[src/rtl/cpu_pair_pkg.sv]
// rtl/cpu_pair_pkg.sv - shared types and constants for the register-pair executor
package cpu_pair_pkg;

   typedef enum logic [1:0] {
      MOV    = 2'd0,
      INC    = 2'd1,
      DEC    = 2'd2,
      ADD_SE = 2'd3
   } pair_op_t;

   localparam int PAIR_BC = 0;
   localparam int PAIR_DE = 1;
   localparam int PAIR_HL = 2;
   localparam int PAIR_SP = 3;

   typedef enum logic [1:0] {
      IDLE = 2'd0,
      LO   = 2'd1,
      HI   = 2'd2,
      WB   = 2'd3
   } xfer_state_t;

endpackage

[src/rtl/cpu_mcyc_counter.sv]
// rtl/cpu_mcyc_counter.sv - ce-gated T-cycle / M-cycle position counter
module cpu_mcyc_counter #(
   parameter int TPM = 4
) (
   input  logic       clk,
   input  logic       nreset,
   input  logic       ce,
   input  logic       clear,
   input  logic       load,
   output logic [1:0] t_idx,
   output logic [2:0] m_idx,
   output logic       last_t
);

   localparam logic [1:0] T_LAST = 2'(TPM - 1);

   // m_idx==0 means idle; load starts at M1/T0, then T wraps into the next M
   always_ff @(posedge clk or negedge nreset) begin
      if (!nreset) begin
         t_idx <= '0;
         m_idx <= '0;
      end else if (ce) begin
         if (clear) begin
            t_idx <= '0;
            m_idx <= '0;
         end else if (load) begin
            t_idx <= '0;
            m_idx <= 3'd1;
         end else if (m_idx != 3'd0) begin
            if (t_idx == T_LAST) begin
               t_idx <= '0;
               m_idx <= m_idx + 3'd1;
            end else begin
               t_idx <= t_idx + 2'd1;
            end
         end
      end
   end

   assign last_t = (m_idx != 3'd0) && (t_idx == T_LAST);

endmodule

[src/rtl/cpu_pair_xfer_unit.sv]
// rtl/cpu_pair_xfer_unit.sv - sequenced executor for 16-bit register-pair MOV/INC/DEC/ADD_SE
module cpu_pair_xfer_unit
   import cpu_pair_pkg::*;
#(
   parameter int W     = 8,
   parameter int NPAIR = 4,
   parameter int TPM   = 4,
   parameter int MOV_M = 1,
   parameter int ADD_M = 2
) (
   input  logic                     clk,
   input  logic                     nreset,
   input  logic                     ce,
   input  logic                     start,
   input  pair_op_t                 op,
   input  logic [$clog2(NPAIR)-1:0] src,
   input  logic [$clog2(NPAIR)-1:0] dst,
   input  logic [W-1:0]             imm,
   output logic [$clog2(NPAIR)-1:0] rd_sel,
   input  logic [2*W-1:0]           rd_data,
   output logic                     wr_en,
   output logic [$clog2(NPAIR)-1:0] wr_sel,
   output logic [2*W-1:0]           wr_data,
   output logic                     flags_we,
   output logic                     flag_h,
   output logic                     flag_c,
   output logic                     busy,
   output logic [2:0]               m_idx,
   output logic [1:0]               t_idx
);

   localparam int SW = $clog2(NPAIR);

   xfer_state_t     state_q, state_d;
   pair_op_t        op_q;
   logic [SW-1:0]   src_q, dst_q;
   logic [W-1:0]    imm_q;
   logic [W-1:0]    opnd_hi_q;
   logic [W-1:0]    lo_q;
   logic            cy_q;
   logic            h_q, c_q;
   logic [2*W-1:0]  wr_data_q;
   logic            last_t;
   logic            accept;
   logic            sample;
   logic            last_m;
   logic [W+1:0]    lo_res;
   logic [W-1:0]    hi_res;

   // Low byte: result plus carry/borrow out of bit W-1 and half-carry out of bit 3.
   // Packed as {h, c, result[W-1:0]}; for DEC the c bit is the borrow.
   function automatic logic [W+1:0] alu_lo(input pair_op_t o, input logic [W-1:0] a,
                                           input logic [W-1:0] e);
      logic [W:0] s;
      logic [4:0] hs;
      s  = {1'b0, a};
      hs = '0;
      case (o)
         INC:     s = {1'b0, a} + (W+1)'(1);
         DEC:     s = {1'b0, a} - (W+1)'(1);
         ADD_SE: begin
            s  = {1'b0, a} + {1'b0, e};
            hs = {1'b0, a[3:0]} + {1'b0, e[3:0]};
         end
         default: s = {1'b0, a};
      endcase
      return {hs[4], s};
   endfunction

   // High byte: propagate the low-byte carry/borrow; ADD_SE adds the sign extension of e
   function automatic logic [W-1:0] alu_hi(input pair_op_t o, input logic [W-1:0] a,
                                           input logic [W-1:0] e, input logic cy);
      logic [W-1:0] cyw;
      cyw = {{(W-1){1'b0}}, cy};
      case (o)
         INC:     return a + cyw;
         DEC:     return a - cyw;
         ADD_SE:  return a + {W{e[W-1]}} + cyw;
         default: return a;
      endcase
   endfunction

   assign accept = (state_q == IDLE) && ce && start;
   assign sample = (state_q == LO) && ce && (t_idx == 2'd1);
   assign last_m = (m_idx == ((op_q == ADD_SE) ? 3'(ADD_M) : 3'(MOV_M)));
   assign lo_res = alu_lo(op_q, rd_data[W-1:0], imm_q);
   assign hi_res = alu_hi(op_q, opnd_hi_q, imm_q, cy_q);

   cpu_mcyc_counter #(.TPM(TPM)) u_mcyc (
      .clk    (clk),
      .nreset (nreset),
      .ce     (ce),
      .clear  (wr_en),
      .load   (accept),
      .t_idx  (t_idx),
      .m_idx  (m_idx),
      .last_t (last_t)
   );

   // State register
   always_ff @(posedge clk or negedge nreset) begin
      if (!nreset) state_q <= IDLE;
      else         state_q <= state_d;
   end

   // Next state: LO samples at T1, HI takes one ce cycle, WB waits for the final T of the final M
   always_comb begin
      state_d = state_q;
      case (state_q)
         IDLE:    if (accept) state_d = LO;
         LO:      if (sample) state_d = HI;
         HI:      if (ce) state_d = WB;
         WB:      if (wr_en) state_d = IDLE;
         default: state_d = IDLE;
      endcase
   end

   // Operand latch, low-byte capture and high-byte assembly
   always_ff @(posedge clk or negedge nreset) begin
      if (!nreset) begin
         op_q      <= MOV;
         src_q     <= '0;
         dst_q     <= '0;
         imm_q     <= '0;
         opnd_hi_q <= '0;
         lo_q      <= '0;
         cy_q      <= 1'b0;
         h_q       <= 1'b0;
         c_q       <= 1'b0;
         wr_data_q <= '0;
      end else if (ce) begin
         if (accept) begin
            op_q  <= op;
            src_q <= src;
            dst_q <= dst;
            imm_q <= imm;
         end
         if (sample) begin
            opnd_hi_q <= rd_data[2*W-1:W];
            lo_q      <= lo_res[W-1:0];
            cy_q      <= lo_res[W];
            h_q       <= (op_q == ADD_SE) && lo_res[W+1];
            c_q       <= (op_q == ADD_SE) && lo_res[W];
         end
         if (state_q == HI) begin
            wr_data_q <= {hi_res, lo_q};
         end
      end
   end

   assign wr_en    = (state_q == WB) && ce && last_t && last_m;
   assign flags_we = wr_en && (op_q == ADD_SE);
   assign flag_h   = h_q;
   assign flag_c   = c_q;
   assign busy     = (state_q != IDLE);
   assign rd_sel   = src_q;
   assign wr_sel   = dst_q;
   assign wr_data  = wr_data_q;

endmodule

[config.mk]
export PLATFORM = sky130hd
export DESIGN_NAME = cpu_pair_xfer_unit
export DESIGN_NICKNAME = d
export VERILOG_FILES = /design/src/rtl/cpu_pair_pkg.sv /design/src/rtl/cpu_mcyc_counter.sv /design/src/rtl/cpu_pair_xfer_unit.sv
export SDC_FILE = /design/constraint.sdc
export NUM_CORES = 1
export LEC_CHECK = 0
export CORE_ASPECT_RATIO = 2
export CORE_UTILIZATION = 40
export CTS_CLUSTER_SIZE = 40
export DETAILED_ROUTE_END_ITERATION = 12
export MAX_ROUTING_LAYER = met4
export PLACE_DENSITY_LB_ADDON = 0.2
export SLEW_MARGIN = 0
export SYNTH_ARGS = -nofsm -noshare
export SYNTH_HDL_FRONTEND = slang
export SYNTH_SLANG_ARGS = --single-unit
[constraint.sdc]
create_clock -name clk -period 3.22 [get_ports clk]
set_input_delay 0.483 -clock clk [delete_from_list [all_inputs] [get_ports clk]]
set_output_delay 0.483 -clock clk [all_outputs]
set_load 0.03 [all_outputs]
==> results.cfg <==
[worst_setup_path]
slowest_stage = sky130_fd_sc_hd__clkdlybuf4s50_1
worst-setup-path-type = reg2out
timing.rr.start = op_q[0]$_DFFE_PN0P_
cp_cell_sequence = ha_1, xor2_1, nor4_4, and2b_2, and2_1, clkdlybuf4s50_1
crit_fanout = 5
cp-start-kind = flip-flop
wp_data_arrival_ps = 2540
crit_required_ps = 2740
reg2regPathDepth = 12
crit-reg2reg-capture = flag_c$_DFFE_PN0P_
reg2reg_slack_ps = 310
crit_start = op_q[1]$_DFFE_PN0P_
cpPeakStageDelay_ps = 670
endpoint_kind = output port

[yosys]
synth.lib_cells_used.distinct = 48
synth_area_per_cell_um2 = 9.214
synth_seq_area_share_pct = 38.21
synthSimpleGateAreaFrac_pct = 17.16
synthArstFlopShare_pct = 100.0
yosysTopAreaCell = sky130_fd_sc_hd__dfrtp_1
yosys_register_bits = 56
synth.area.mux_share_pct = 6.585
synth_flop_type = sky130_fd_sc_hd__dfrtp_1
syn-num-nets = 474
post_synthesis_share_of_cell_area_spent_on_full_adders_half_adders_and_majority_gates_pct = 15.15
synth_top_cell_area_share_pct = 38.21
netlist_instances = 398
synth_edf_count = 0
synth_top_family_by_area = simple AND/OR/NAND/NOR gates
synth-warning-count = 0
complex_gate_fraction_of_the_synthesized_area_pct = 15.97
synth.top_cells.by_area = sky130_fd_sc_hd__dfrtp_1, sky130_fd_sc_hd__ha_1, sky130_fd_sc_hd__nand2_1, sky130_fd_sc_hd__mux2_2, sky130_fd_sc_hd__o21ai_0
post_synth_instance_area_um2 = 3667
synthXorXnorAreaFrac_pct = 3.821

[cts]
clk_latency_ps = 300
holdBufCountCts = 0
cts_resized = 0
cts.reportedPaths.clkPinSlew_ps = 80
cts_setup_buffers = 0
tritoncts.num_buffers = 5
clock_path_buffers = 2
cts_tree = yes
cts-htree-levels = 2
count_of_clock_tree_sinks = 56
cts-root-buf = sky130_fd_sc_hd__clkbuf_16

[detailed_routing]
post_route_drc_violation_count = 0
drt-wirelength-per-cell_um = 15.64
post_drt_via_cell_ratio = 5.499
drt_pass1_iterations = 4
drt_total_wl_um = 8870
route.antenna.remaining_nets = 0
dr_total_vias = 3118
drt_first_iter_violations = 113

[place]
dpl_cell_area_um2 = 4438
place_hpwl_um = 6883
port_buffers = 63
gp_congestion = 0.9036

[finish]
design_area_um2 = 4597
nNetsFinal = 540
final_common_cell = sky130_fd_sc_hd__nand2_1
synthToLayoutAreaGrowth_pct = 25.35
finish.utilization_pct = 51.36
drive_gt1_share_pct = 9.462
most_frequent_cells_in_the_layout = sky130_fd_sc_hd__nand2_1, sky130_fd_sc_hd__clkdlybuf4s50_1, sky130_fd_sc_hd__dfrtp_1, sky130_fd_sc_hd__ha_1, sky130_fd_sc_hd__nor2_1
diodes = 0

[sta]
final-setup-viol-count = 0
slew_viol_final = 0
maxClockFrequency_ghz = 0.3311
fin_skew_ps = 5.751
finalSetupTns_ps = 0
grt_setup_unrepaired = no
max_slew_margin_pct = 35.11
measured_slew_at_the_worst_slew_check_pin_ps = 973.3
report.final.hold_viol_count = 0
layout_min_cycle_time_ps = 3021
finalCritPeriodShare_pct = 93.81

[global_routing]
grtUsageTotal_pct = 20.07
grt_pass1_wl_um = 14830
grt_remaining_overflow = 0
via_count_of_the_first_global_routing_pass = 3204
grt_start_max_net_pins = 44
grt_antenna_before_repair = 0

[min_path]
worstHoldPathType = in2async

[floorplanning]
ios = 64
core-area_um2 = 8951
fp-row-count = 49
floorplan.die_area_um2 = 9578
fp.dieW_um = 69.71
initial_utilization_pct = 40.97
die-height_um = 137.4

[power_and_ir_drop]
worst_ir_drop_vdd_mv = 0.5645
power_density_nw_per_um2 = 1098
leakage_nw = 2.105

[status]
outcome = complete, no violations

[flow_run]
maxCapViolations = 0
==> cells by family after synthesis <==
logic type	after synthesis
simple gates	140
compound gates	92
flops	56
fa+ha+maj	42
buf+inv	30
mux	22
xor+xnor	16
==> synth_stat cells (2+ instances only) <==
| library cell | instances |
|---|---|
| sky130_fd_sc_hd__nand2b_1 | 4 |
| sky130_fd_sc_hd__mux2i_1 | 5 |
| sky130_fd_sc_hd__o31a_1 | 3 |
| sky130_fd_sc_hd__o21ai_0 | 28 |
| sky130_fd_sc_hd__ha_1 | 38 |
| sky130_fd_sc_hd__clkbuf_1 | 11 |
| sky130_fd_sc_hd__a211oi_1 | 4 |
| sky130_fd_sc_hd__a21o_1 | 4 |
| sky130_fd_sc_hd__dfrtp_1 | 56 |
| sky130_fd_sc_hd__and3_1 | 3 |
| sky130_fd_sc_hd__o41ai_1 | 3 |
| sky130_fd_sc_hd__xnor2_1 | 11 |
| sky130_fd_sc_hd__o21bai_1 | 4 |
| sky130_fd_sc_hd__xor2_1 | 5 |
| sky130_fd_sc_hd__nor3_1 | 11 |
| sky130_fd_sc_hd__fa_1 | 4 |
| sky130_fd_sc_hd__o31ai_1 | 6 |
| sky130_fd_sc_hd__and2_1 | 2 |
| sky130_fd_sc_hd__nand3b_1 | 2 |
| sky130_fd_sc_hd__nor2_1 | 32 |
| sky130_fd_sc_hd__a221oi_1 | 4 |
| sky130_fd_sc_hd__inv_1 | 16 |
| sky130_fd_sc_hd__a21oi_1 | 24 |
| sky130_fd_sc_hd__nand2_1 | 68 |
| sky130_fd_sc_hd__nand4_1 | 2 |
| sky130_fd_sc_hd__nand3_1 | 5 |
| sky130_fd_sc_hd__o21a_1 | 2 |
| sky130_fd_sc_hd__nor2b_1 | 5 |
| sky130_fd_sc_hd__mux2_2 | 17 |
==> flip-flops by register name (all words and copies together) (netlist names) <==
register and count:
wr_data 16, imm_q 8, lo_q 8, opnd_hi_q 8, u_mcyc.m_idx 3, op_q 2, rd_sel 2, state_q 2
u_mcyc.t_idx 2, wr_sel 2, cy_q 1, flag_c 1, flag_h 1
==> worst max-delay path: cells and delay by family, from the launching register on <==
family | cells | cell delay [ps]
XOR/XNOR | 1 | 190
adder cells (fa/ha/maj) | 1 | 240
buffers and inverters | 1 | 670
flip-flops | 1 | 430
AND/OR/NAND/NOR | 3 | 700
==> worst max path at each step <==
| stage | to |
|---|---|
| floorplan | flag_c$_DFFE_PN0P_ |
| global placement | flag_c$_DFFE_PN0P_ |
| finish | flags_we |
| detailed placement | flag_c$_DFFE_PN0P_ |
| CTS | flag_c$_DFFE_PN0P_ |
| global route | cy_q$_DFFE_PN0P_ |
==> layout make-up <==
type	count	area (um2)
repair buffers	72	693.2
well taps	102	127.6
flip-flops and latches	56	1401
clock buffers	5	125.1
inverters	17	63.81
multi-input cells	312	2162
clock inverters	3	23.77
fillers	852	4354
==> per-layer routing <==
layer  vias to the layer above  GRT usage (%)  share of wire [%]
li1                       1520              -                  -
met4                         0          10.56                3.6
met5                         -              -                  0
met3                        25          2.780                2.8
met1                      1500          20.13                 38
met2                        73          37.38                 55
==> stage by stage <==
stage          hold WS [ps]  setup WS, ps  instances  power, mW
3_3_place_gp          461.0         213.6        559      4.412
3_5_place_dp          463.5         102.2        559      4.493
2_1_floorplan         187.4         283.9        398      3.533
5_1_grt               450.1         80.55        567      5.471
4_1_cts               384.9         93.73        567      5.084
6_report              339.5         199.4        567      5.047
==> where the power goes <==
group,switching (mW),internal (mW),leakage (nW)
Combinational,1.77,1.41,1.34
Clock,0.272,0.291,0.0660
Sequential,0.275,1.02,0.703
Note: power is estimated with default switching activity, not from simulation.
